`config.mk`:
```
export PLATFORM = sky130hd
export DESIGN_NAME = apb2axi_completion_queue
export DESIGN_NICKNAME = d
export VERILOG_FILES = /design/src/rtl/apb2axi_completion_queue.sv
export SDC_FILE = /design/constraint.sdc
export NUM_CORES = 1
export LEC_CHECK = 0
export BUFFER_PORTS_ARGS = -buffer_cell sky130_fd_sc_hd__buf_2
export CAP_MARGIN = 20
export CORE_MARGIN = 2
export CORE_UTILIZATION = 60
export CTS_BUF_LIST = sky130_fd_sc_hd__clkbuf_4 sky130_fd_sc_hd__clkbuf_8
export CTS_CLUSTER_SIZE = 10
export DETAILED_ROUTE_END_ITERATION = 12
export PLACE_DENSITY = 0.77
export REMOVE_ABC_BUFFERS = 1
export SETUP_SLACK_MARGIN = 0.02
export SYNTH_ARGS = -nofsm -noshare
export SYNTH_HDL_FRONTEND = slang
export SYNTH_SLANG_ARGS = --single-unit
```
`constraint.sdc`:
```
create_clock -name pclk -period 3.5 [get_ports pclk]
set_clock_uncertainty 0.15 [all_clocks]
set_input_delay 0.35 -clock pclk [delete_from_list [all_inputs] [get_ports pclk]]
set_output_delay 0.35 -clock pclk [all_outputs]
set_load 0.03 [all_outputs]
```
`src/rtl/apb2axi_completion_queue.sv`:
```
// Completion queue: per-TAG response accumulators feeding a small completion FIFO.
// Optional protocol checking is enabled by defining APB2AXI_CQ_PROTO_CHECK_EN.
package apb2axi_pkg;
  localparam int TAG_NUM    = 8;
  localparam int TAG_W      = $clog2(TAG_NUM);
  localparam int CPL_BEAT_W = 9;

  typedef struct packed {
    logic [TAG_W-1:0]      tag;
    logic [1:0]            resp;
    logic [CPL_BEAT_W-1:0] num_beats;
    logic                  error;
    logic [CPL_BEAT_W-1:0] err_beat_idx;
  } completion_entry_t;
endpackage

module apb2axi_completion_queue
  import apb2axi_pkg::*;
#(
  parameter int CQ_DEPTH = 4,
  parameter int BEAT_W   = 9
) (
  input  logic                          pclk,
  input  logic                          presetn,
  input  logic                          rsp_cq_beat_vld,
  input  logic [TAG_W-1:0]              rsp_cq_beat_tag,
  input  logic [1:0]                    rsp_cq_beat_resp,
  input  logic                          rsp_cq_beat_last,
  output logic                          rsp_cq_beat_rdy,
  output logic                          cq_dir_cpl_vld,
  output completion_entry_t             cq_dir_cpl_entry,
  input  logic                          cq_dir_cpl_rdy,
  output logic [$clog2(CQ_DEPTH+1)-1:0] cq_occupancy,
  output logic                          cq_proto_err
);
  localparam int PTR_W = $clog2(CQ_DEPTH);
  localparam int CNT_W = $clog2(CQ_DEPTH + 1);

  logic [BEAT_W-1:0]  cnt_q        [TAG_NUM];
  logic [TAG_NUM-1:0] err_q;
  logic [1:0]         first_resp_q [TAG_NUM];
  logic [BEAT_W-1:0]  err_idx_q    [TAG_NUM];

  completion_entry_t  storage_q [CQ_DEPTH];
  logic [PTR_W-1:0]   wr_ptr_q, rd_ptr_q;
  logic [CNT_W-1:0]   count_q;

  logic               beat_acc, push, pop, cnt_sat, cur_err;
  logic [BEAT_W-1:0]  cur_cnt, cur_err_idx;
  logic [1:0]         cur_first_resp;
  completion_entry_t  new_entry;

  // Backpressure looks only at the registered count, never at the pop in flight.
  assign rsp_cq_beat_rdy  = (count_q != CNT_W'(CQ_DEPTH));
  assign beat_acc         = rsp_cq_beat_vld && rsp_cq_beat_rdy;
  assign push             = beat_acc && rsp_cq_beat_last;
  assign cq_dir_cpl_vld   = (count_q != '0);
  assign pop              = cq_dir_cpl_vld && cq_dir_cpl_rdy;
  assign cq_dir_cpl_entry = storage_q[rd_ptr_q];
  assign cq_occupancy     = count_q;

  assign cur_cnt        = cnt_q[rsp_cq_beat_tag];
  assign cur_err        = err_q[rsp_cq_beat_tag];
  assign cur_first_resp = first_resp_q[rsp_cq_beat_tag];
  assign cur_err_idx    = err_idx_q[rsp_cq_beat_tag];

`ifdef APB2AXI_CQ_PROTO_CHECK_EN
  assign cnt_sat = (cur_cnt == BEAT_W'(256));
`else
  assign cnt_sat = 1'b0;
`endif

  // NOTE: every always_comb output gets a default first so no latch is inferred.
  always_comb begin
    new_entry           = '0;
    new_entry.tag       = rsp_cq_beat_tag;
    new_entry.num_beats = CPL_BEAT_W'(cur_cnt + BEAT_W'(1));
    new_entry.error     = cur_err | rsp_cq_beat_resp[1];
    if (cur_err) begin
      new_entry.resp         = cur_first_resp;
      new_entry.err_beat_idx = CPL_BEAT_W'(cur_err_idx);
    end else begin
      new_entry.resp         = rsp_cq_beat_resp;
      new_entry.err_beat_idx = rsp_cq_beat_resp[1] ? CPL_BEAT_W'(cur_cnt) : '0;
    end
  end

  // NOTE: sequential state uses non-blocking assignments; combinational logic uses blocking.
  always_ff @(posedge pclk or negedge presetn) begin
    if (!presetn) begin
      for (int i = 0; i < TAG_NUM; i++) begin
        cnt_q[i]        <= '0;
        first_resp_q[i] <= '0;
        err_idx_q[i]    <= '0;
      end
      err_q <= '0;
    end else if (beat_acc) begin
      if (rsp_cq_beat_last) begin
        cnt_q[rsp_cq_beat_tag]        <= '0;
        err_q[rsp_cq_beat_tag]        <= 1'b0;
        first_resp_q[rsp_cq_beat_tag] <= '0;
        err_idx_q[rsp_cq_beat_tag]    <= '0;
      end else begin
        if (!cnt_sat) cnt_q[rsp_cq_beat_tag] <= cur_cnt + BEAT_W'(1);
        if (rsp_cq_beat_resp[1] && !cur_err) begin
          err_q[rsp_cq_beat_tag]        <= 1'b1;
          first_resp_q[rsp_cq_beat_tag] <= rsp_cq_beat_resp;
          err_idx_q[rsp_cq_beat_tag]    <= cur_cnt;
        end
      end
    end
  end

  // NOTE: storage is reset because the head entry is visible on the output and must read '0 after reset.
  always_ff @(posedge pclk or negedge presetn) begin
    if (!presetn) begin
      for (int i = 0; i < CQ_DEPTH; i++) storage_q[i] <= '0;
      wr_ptr_q <= '0;
      rd_ptr_q <= '0;
      count_q  <= '0;
    end else begin
      if (push) begin
        storage_q[wr_ptr_q] <= new_entry;
        wr_ptr_q            <= wr_ptr_q + PTR_W'(1);
      end
      if (pop) rd_ptr_q <= rd_ptr_q + PTR_W'(1);
      case ({push, pop})
        2'b10:   count_q <= count_q + CNT_W'(1);
        2'b01:   count_q <= count_q - CNT_W'(1);
        default: count_q <= count_q;
      endcase
    end
  end

`ifdef APB2AXI_CQ_PROTO_CHECK_EN
  logic tag_pending, proto_err_q;

  // A TAG must not be reused while its completion still sits in the FIFO.
  always_comb begin
    tag_pending = 1'b0;
    for (int i = 0; i < CQ_DEPTH; i++) begin
      if ((CNT_W'(i) < count_q) &&
          (storage_q[rd_ptr_q + PTR_W'(i)].tag == rsp_cq_beat_tag))
        tag_pending = 1'b1;
    end
  end

  always_ff @(posedge pclk or negedge presetn) begin
    if (!presetn) proto_err_q <= 1'b0;
    else if (beat_acc && ((!rsp_cq_beat_last && cnt_sat) || tag_pending))
      proto_err_q <= 1'b1;
  end

  assign cq_proto_err = proto_err_q;
`else
  assign cq_proto_err = 1'b0;
`endif
endmodule

```
After elaboration in Yosys (flattened, before gate mapping)
Index checks and enable logic that the tools add are counted.
{"block": "word_totals", "wordCells": 124, "reg_bits": 271, "output_inout_bits": 30}
{"block": "op_classes", "n_eq_ne": 3, "bitwise": 12, "mux": 37, "add_sub_neg": 5, "order_cmp": 7, "n_reduce_logical": 12}
{"op": "$mux 72", "count": 3}
{"op": "$and 72x72->72", "count": 2}
{"op": "$bwmux 72", "count": 2}
{"op": "$bwmux 96", "count": 1}
{"op": "$mux 24", "count": 3}
{"op": "$not 72->72", "count": 1}
{"op": "$mux 9", "count": 7}
{"op": "$bmux 9 s3", "count": 2}
{"op": "$bmux 24 s2", "count": 1}
{"op": "$demux 24 s2", "count": 1}
{"op": "$mux 16", "count": 2}
{"op": "$demux 9 s3", "count": 1}
{"op": "$and 16x16->16", "count": 1}
{"op": "$bwmux 16", "count": 1}
{"op": "$mux 8", "count": 2}
{"op": "$not 16->16", "count": 1}
{"op": "$add 9x1->9 const B", "count": 1}
{"op": "$and 8x8->8", "count": 1}
{"op": "$mux 2", "count": 4}
{"op": "$not 8->8", "count": 1}
{"op": "$or 8x8->8", "count": 1}
{"op": "$logic_and 1x1->1", "count": 7}
{"op": "$bmux 2 s3", "count": 1}
{"op": "$demux 2 s3", "count": 1}
{"op": "23 further kinds", "count": 28}

Longest topological paths before layout
Gate-level depths: netlist of run 1.
{"block": "depth", "word_depth": 8, "depth_mapped": 14, "ltp_nobuf": 9}

Worst setup path before layout of run 1
Ideal clock, no wire load.
{"block": "synth_timing", "path_type": "flip-flop to flip-flop", "startpoint": "register count_q[2], in the netlist cq_occupancy[2]", "endpoint": "register count_q[2], in the netlist cq_occupancy[2]", "t_arrival_ns": 2.790, "t_required_ns": 3.270, "path_stages_with_launch": 12, "path_slack_ns": 0.479, "synth_period_minus_slack_ns": 3.021, "path_cell_list": "dfrtp_1 > or3b_2 > clkbuf_1 > and3_1 > clkbuf_1 > inv_1 > ha_1 > inv_1 > fa_1 > xor2_1 > nor2_1 > xor2_1"}
{"block": "synth_via", "elab_chain_len": 5, "elab_cells_between_ends": 11, "classes_between": "2 x add/sub; 3 x eq/ne; 1 x mux; 5 x reduce/logical"}
{"element": "start, declared", "line_no": "46", "source": "logic [CNT_W-1:0] count_q;"}
{"element": "start signal, assigned", "line_no": "128", "source": "2'b10: count_q <= count_q + CNT_W'(1);"}
{"element": "start signal, assigned", "line_no": "129", "source": "2'b01: count_q <= count_q - CNT_W'(1);"}
{"element": "start signal, assigned", "line_no": "130", "source": "default: count_q <= count_q;"}
{"element": "$ne 3x3->1 (*)", "line_no": "54", "source": "assign rsp_cq_beat_rdy = (count_q != CNT_W'(CQ_DEPTH));"}
{"element": "named net rsp_cq_beat_rdy", "line_no": "29", "source": "output logic rsp_cq_beat_rdy,"}
{"element": "$logic_and 1x1->1 (*)", "line_no": "55", "source": "assign beat_acc = rsp_cq_beat_vld && rsp_cq_beat_rdy;"}
{"element": "$logic_and 1x1->1 (*)", "line_no": "56", "source": "assign push = beat_acc && rsp_cq_beat_last;"}
{"element": "$eq 2x1->1 or $eq 2x2->1 (tied branches)", "line_no": "127", "source": "case ({push, pop})"}
{"element": "$pmux 3 s2 or $reduce_bool 2->1 (tied branches)"}
Mark *: on every way through the listed nets, which the timed path passes. The rest lies on a longest branch.
A chain may end at the register's enable or synchronous reset.

Worst setup path in the final report of run 1
{"block": "layout_timing", "startpoint": "register count_q[0], in the netlist cq_occupancy[0]", "endpoint": "register count_q[2], in the netlist cq_occupancy[2]"}
{"block": "layout_via", "elab_chain_len": 5, "elab_cells_between_ends": 11, "classes_between": "2 x add/sub; 3 x eq/ne; 1 x mux; 5 x reduce/logical"}
{"element": "$ne 3x3->1", "line_no": "54"}
{"element": "$logic_and 1x1->1", "line_no": "55"}
{"element": "$logic_and 1x1->1", "line_no": "56"}
{"element": "$eq 2x1->1 or $eq 2x2->1 (tied branches)", "line_no": "127"}
{"element": "$pmux 3 s2 or $reduce_bool 2->1 (tied branches)"}
Parallel ways exist; a longest one is shown, timed or not.

==> results of run 1 <==
-- registers in the layout, summed over array words and instances (netlist names), named ones only --
name          cells
wr_ptr_q          2
storage_q        96
first_resp_q     16
err_idx_q        72
cnt_q            72
cq_occupancy      3
rd_ptr_q          2
-- layout make-up --
cell class | instances | area (um^2)
Multi-Input combinational cell | 817 | 5560
Timing Repair Buffer | 87 | 608
Sequential cell | 271 | 6780
Clock buffer | 73 | 880
Tap cell | 275 | 344
Inverter | 16 | 60.1
Clock inverter | 7 | 65.1
Fill cell | 1563 | 6720
-- cell families (layout without fill, tap and decap cells) --
| kind of cell | after synthesis | after routing | synth area share, % |
|---|---|---|---|
| muxes | 123 | 123 | 14.6 |
| buffers and inverters | 109 | 183 | 3.80 |
| adders and majority gates | 7 | 7 | 0.741 |
| DFF | 271 | 271 | 52.9 |
| xor gates and xnor gates | 10 | 10 | 0.683 |
| AOI/OAI and AO/OA | 272 | 272 | 13.7 |
| and+or+nand+nor | 404 | 404 | 13.6 |
| other | 1 | 1 | 0.0292 |
-- through the flow --
stage	power, uW	cells
after global routing	10200	1546
after global placement	6680	1465
final	9670	1546
after detailed placement	6810	1465
after CTS	9710	1546
after floorplan	5920	1104
-- worst paths after layout --
kind / startpoint / to / slack [ns] / cells past startpoint
min in group asynchronous: presetn / storage_q[83] / 0.24 / 2
worst max-delay path: cq_occupancy[0] / cq_occupancy[2] / 0.60 / 9
max in group asynchronous: presetn / rd_ptr_q[0] / 2.07 / 3
worst max register to register: cq_occupancy[0] / cq_occupancy[2] / 0.60 / 9
worst min-delay path: cq_dir_cpl_rdy / rd_ptr_q[0] / 0.03 / 3
worst min register to register: err_idx_q[4] / err_idx_q[4] / 0.32 / 2
-- critical path: stages, from the launching register on --
cell	delay, ns
dfrtp_1	0.43
or3b_2	0.61
and3_1	0.38
inv_1	0.20
ha_1	0.21
inv_1	0.06
fa_1	0.38
xor2_1	0.15
nor2_1	0.11
xor2_1	0.14
-- synthesized netlist by cell type, types with 5 or more instances --
library cell / n / area, um^2
xnor2_1: 5 / 43.8
mux4_2: 47 / 1060
or4_1: 5 / 37.5
clkbuf_1: 63 / 236
nor2_1: 49 / 184
mux2i_1: 33 / 330
o21ai_1: 22 / 110
a211oi_1: 9 / 67.6
nand2_1: 273 / 1020
or2_2: 16 / 100
o21ai_0: 124 / 621
a22oi_1: 13 / 97.6
mux2_2: 41 / 462
nand3_1: 13 / 65.1
a21oi_1: 17 / 85.1
inv_1: 14 / 52.6
xor2_1: 5 / 43.8
buf_2: 18 / 90.1
dfrtp_1: 271 / 6780
and2_1: 6 / 37.5
o22a_1: 8 / 70.1
o31ai_1: 24 / 180
a22o_1: 11 / 96.3
a32o_1: 9 / 90.1
ha_1: 6 / 75.1
nand4_1: 8 / 50.1
nand2b_1: 10 / 62.6
-- metal layers --
metal / vias up / part of all wire, % / GRT usage (%) / wire, um
met5: - / 0 / 0 / 0
li1: 4313 / - / - / -
met1: 4726 / 42 / 40.6 / 13400
met4: 0 / 2.7 / 10.5 / 861
met3: 68 / 7.9 / 6.36 / 2510
met2: 386 / 47 / 46.2 / 14900
-- report_power, final --
part,switching (uW),leakage (uW),internal [uW]
Sequential,459,0.00363,3810
Clock,1240,0.000503,1660
Combinational,1490,0.00251,1020
==> results.sh, run 1 <==
export IMPL_netlist_instances=1197
export IMPL_ys_flop_type="dfrtp_1"
export IMPL_rsz0062_at_grt="no"
export IMPL_layout_commonest_cell="nand2_1"
export IMPL_hpwl_um=20900
export IMPL_synth_seq_cells=271
export IMPL_cts_tree="done"
export IMPL_report_final_hold_viol_count=0
export IMPL_viasPerCell=6.14
export IMPL_power_density_nw_per_um2=676
export IMPL_ys_warn_count=0
export IMPL_setup_viol=0
export IMPL_start_util_pct=61.0
export IMPL_syn_area_um2=12800
export IMPL_cts_hold_buffers=1
export IMPL_critical_path_arrival_ns=3.23
export IMPL_tns_ns=0
export IMPL_wl_per_cell_um=20.5
export IMPL_rows=53
export IMPL_grt_util_all_layers_pct=29.3
export IMPL_design_area_um2=14300
export IMPL_die_x_um=150
export IMPL_final_min_clock_period_ns=2.90
export IMPL_leakage_uw=0.00664
export IMPL_firstDrtPassIters=5
export IMPL_insertedDiodeCount=0
export IMPL_die_h_um=150
export IMPL_vias=9493
export IMPL_ys_types=70
export IMPL_start_kind="flip-flop"
export IMPL_path_clk_slew_ns=0.06
export IMPL_synthToLayoutAreaGrowth_pct=11.5
export IMPL_synth_edf_count=0
export IMPL_remaining_drc_errors=0
export IMPL_antenna_found_initial=1
export IMPL_portBuffers=38
export IMPL_worst_ir_drop_vdd_v=0.000295
export IMPL_dp_worst_setup_slack_ns=0.313
export IMPL_core_area_um2=21000
export IMPL_cts_buffers=44
export IMPL_critPathKind="reg2reg"
export IMPL_crit_fanout=10
export IMPL_async_flop_share_pct=100
export IMPL_grt_pass1_wl_um=51100
export IMPL_tightestPinTransition_ns=1.11
export IMPL_ys_seq_area_share_pct=52.9
export IMPL_crit_required_ns=3.83
export IMPL_cts_root_buf="clkbuf_8"
export IMPL_postCtsSetupBuffers=0
export IMPL_syn_area_per_cell_um2=10.7
export IMPL_antenna_left=0
export IMPL_clock_latency_ns=0.56
export IMPL_hold_worst_slack_ns=0.0323
export IMPL_drt_initial_drc_count=714
export IMPL_routed_wl_um=31700
export IMPL_layout_setup_ws_ns=0.598
export IMPL_maxSlewViolCount=0
export IMPL_cts_max_level=2
export IMPL_layout_drive_gt1_share_pct=22.8
export IMPL_cts_resized=0
export IMPL_fmax_mhz=345
export IMPL_grt_max_degree=90
export IMPL_grt_pass1_vias=9540
export IMPL_cts_buffer_depth=3
export IMPL_grt_overflow_total=0
export IMPL_clkSinkCount=271
export IMPL_end_kind="flip-flop"
export IMPL_dieArea_um2=22600
export IMPL_cap_viol_max_count=0
export IMPL_hold_class="in2reg"
export IMPL_fin_util_pct=68.0
export IMPL_ios=40
export IMPL_fin_nets=1254
export IMPL_final_cell_mix="273 x nand2_1, 270 x dfrtp_1, 124 x o21ai_0"
export IMPL_slew_headroom_pct=26.2
export IMPL_status="completed"
export IMPL_place_congestion=0.867
export IMPL_dpl_cell_area_um2=13300
export IMPL_fin_crit_sh_pct=82.9
Note: power is estimated with default switching activity, not from simulation.
==> inputs of run 2 (changes only) <==
clock period = 2.9 ns   (was 3.5 ns; I/O delays follow)
==> results.sh, run 2 (synthesis results as in run 1) <==
export IMPL_status="completed"
export IMPL_hold_class="in2reg"
export IMPL_power_density_nw_per_um2=807
export IMPL_slowest_stage="dfrtp_2"
export IMPL_reg_largest_list="storage_q: 96 flops, cnt_q: 72 flops, err_idx_q: 72 flops"
export IMPL_largest_reg_flops=96
export IMPL_wl_per_cell_um=20.3
export IMPL_layout_drive_gt1_share_pct=24.4
export IMPL_p_sw_uw=3890
export IMPL_insertedDiodeCount=0
export IMPL_hold_start="rsp_cq_beat_resp[0]"
export IMPL_critical_path_arrival_ns=2.24
export IMPL_synthToLayoutAreaGrowth_pct=14.1
export IMPL_cts_root_buf="clkbuf_8"
export IMPL_rsz0062_at_grt="no"
export IMPL_crit_required_ns=2.46
export IMPL_grt_max_degree=85
export IMPL_cap_viol_max_count=0
export IMPL_p_int_uw=7920
export IMPL_cts_max_level=2
export IMPL_antenna_left=0
export IMPL_portBuffers=38
export IMPL_firstDrtPassIters=5
export IMPL_fillers=1442
export IMPL_dp_cells=1491
export IMPL_clock_latency_ns=0.56
export IMPL_instances_no_fill=1572
export IMPL_final_cell_mix="273 x nand2_1, 270 x dfrtp_1, 124 x o21ai_0"
export IMPL_grt_overflow_total=0
export IMPL_ios=40
export IMPL_final_min_clock_period_ns=2.68
export IMPL_start_util_pct=61.0
export IMPL_maxSlewViolCount=0
export IMPL_fin_nets=1281
export IMPL_fin_crit_sh_pct=92.3
export IMPL_viasPerCell=6.07
export IMPL_critPathKind="reg2out"
export IMPL_clkSinkCount=271
export IMPL_swShare_pct=33.0
export IMPL_grt_util_all_layers_pct=29.7
export IMPL_place_congestion=0.869
export IMPL_worst_ir_drop_vdd_v=0.000387
export IMPL_end_kind="primary output"
export IMPL_die_h_um=150
export IMPL_worstSetupStartpoint="rd_ptr_q[0]"
export IMPL_setup_viol=0
export IMPL_grt_pass1_vias=9834
export IMPL_crit_fanout=15
export IMPL_cts_buffer_depth=3
export IMPL_vias=9543
export IMPL_cts_buffers=44
export IMPL_grt_pass1_wl_um=52000
export IMPL_slew_headroom_pct=42.1
export IMPL_die_x_um=150
export IMPL_start_kind="flip-flop"
export IMPL_design_area_um2=14600
export IMPL_leakage_uw=0.00682
export IMPL_p_seq_share_pct=43.3
export IMPL_fmax_mhz=374
export IMPL_rows=53
export IMPL_core_area_um2=21000
export IMPL_path_clk_slew_ns=0.06
export IMPL_reg2reg_from="cnt_q[45]"
export IMPL_report_final_hold_viol_count=0
export IMPL_tightestPinTransition_ns=0.868
export IMPL_antenna_found_initial=0
export IMPL_pwr_share_comb_pct=27.1
export IMPL_remaining_drc_errors=0
export IMPL_dpl_cell_area_um2=13700
export IMPL_cp_slowest_stage_delay_ns=0.72
export IMPL_cts_tree="done"
export IMPL_postCtsSetupBuffers=0
export IMPL_layout_commonest_cell="nand2_1"
export IMPL_path_cells="buf_12 > mux4_2 > buf_2"
export IMPL_routed_wl_um=31900
export IMPL_drt_initial_drc_count=811
export IMPL_top_register="storage_q"
export IMPL_p_clk_share_pct=29.7
export IMPL_hpwl_um=21400
export IMPL_dieArea_um2=22600
-- run 2: cell types whose count changed in the layout (fill, tap and decap cells not counted), moves of 3 or more --
cell | previous run | this run
buf_12 | 3 | 13
buf_4 | 45 | 61
clkbuf_4 | 20 | 13
clkbuf_8 | 53 | 56
clkinv_2 | 4 | 7
-- run 2: area by class of cell --
type / instances / area (um^2) / share of cell area, %
flip-flops and latches: 271 / 6780 / 46.3
multi-input cells: 817 / 5570 / 38.0
repair buffers: 114 / 938 / 6.41
clock buffers: 69 / 868 / 5.93
well taps: 275 / 344 / 2.35
clock inverters: 10 / 81.3 / 0.556
inverters: 16 / 60.1 / 0.410
-- run 2: what timing repair did --
action | in CTS | in global routing
resized for setup | 0 | 1
endpoints found under the setup margin | 0 | 4
hold buffers | 2 | 0
hold endpoints to repair | 81 | 0
-- run 2: routing by layer --
metal  wire length (um)  up-vias  global-route usage, %
met1              13500     4745                   40.2
met4                843        0                   11.1
met3               2080       71                   5.42
met2              15500      359                   48.6
li1                   -     4368                      -
met5                  0        -                      0
-- run 2: power groups by stage --
| stage | Combinational (uW) | Sequential [uW] | Clock, uW |
|---|---|---|---|
| after floorplan | 2030 | 5110 | 0 |
| after global placement | 3070 | 5110 | 0 |
| after detailed placement | 3190 | 5160 | 0 |
| after CTS | 3210 | 5100 | 3560 |
| after global routing | 3510 | 5200 | 3760 |
| final | 3200 | 5110 | 3510 |
-- run 2: worst paths after layout --
check	end	slack (ns)	cells after the start
worst min-delay path	storage_q[91]	0.02	3
worst min register to register	err_idx_q[58]	0.32	2
worst max register to register	cnt_q[33]	0.29	10
max in group asynchronous	err_idx_q[54]	1.54	3
worst max-delay path	cq_dir_cpl_entry[23]	0.22	3
min in group asynchronous	storage_q[95]	0.16	2
-- run 2: metrics by stage --
step           power (uW)  setup slack (ns)  hold WS, ns  utilization, %  setup TNS [ns]
4_1_cts             11900             0.162     0.000311            69.6               0
2_1_floorplan        7150            -0.188       -0.156               -          -10.26
5_1_grt             12500             0.115       0.0647            69.6               0
3_5_place_dp         8350           -0.0520        0.184            65.0          -0.120
3_3_place_gp         8180            0.0981        0.186            65.0               0
6_report            11800             0.224       0.0242            69.6               0
-- run 2: critical path: cells and delay by family (launching register included) --
family,cells,cell delay [ns]
buffers and inverters,2,0.43
flip-flops,1,0.72
multiplexers,1,0.51
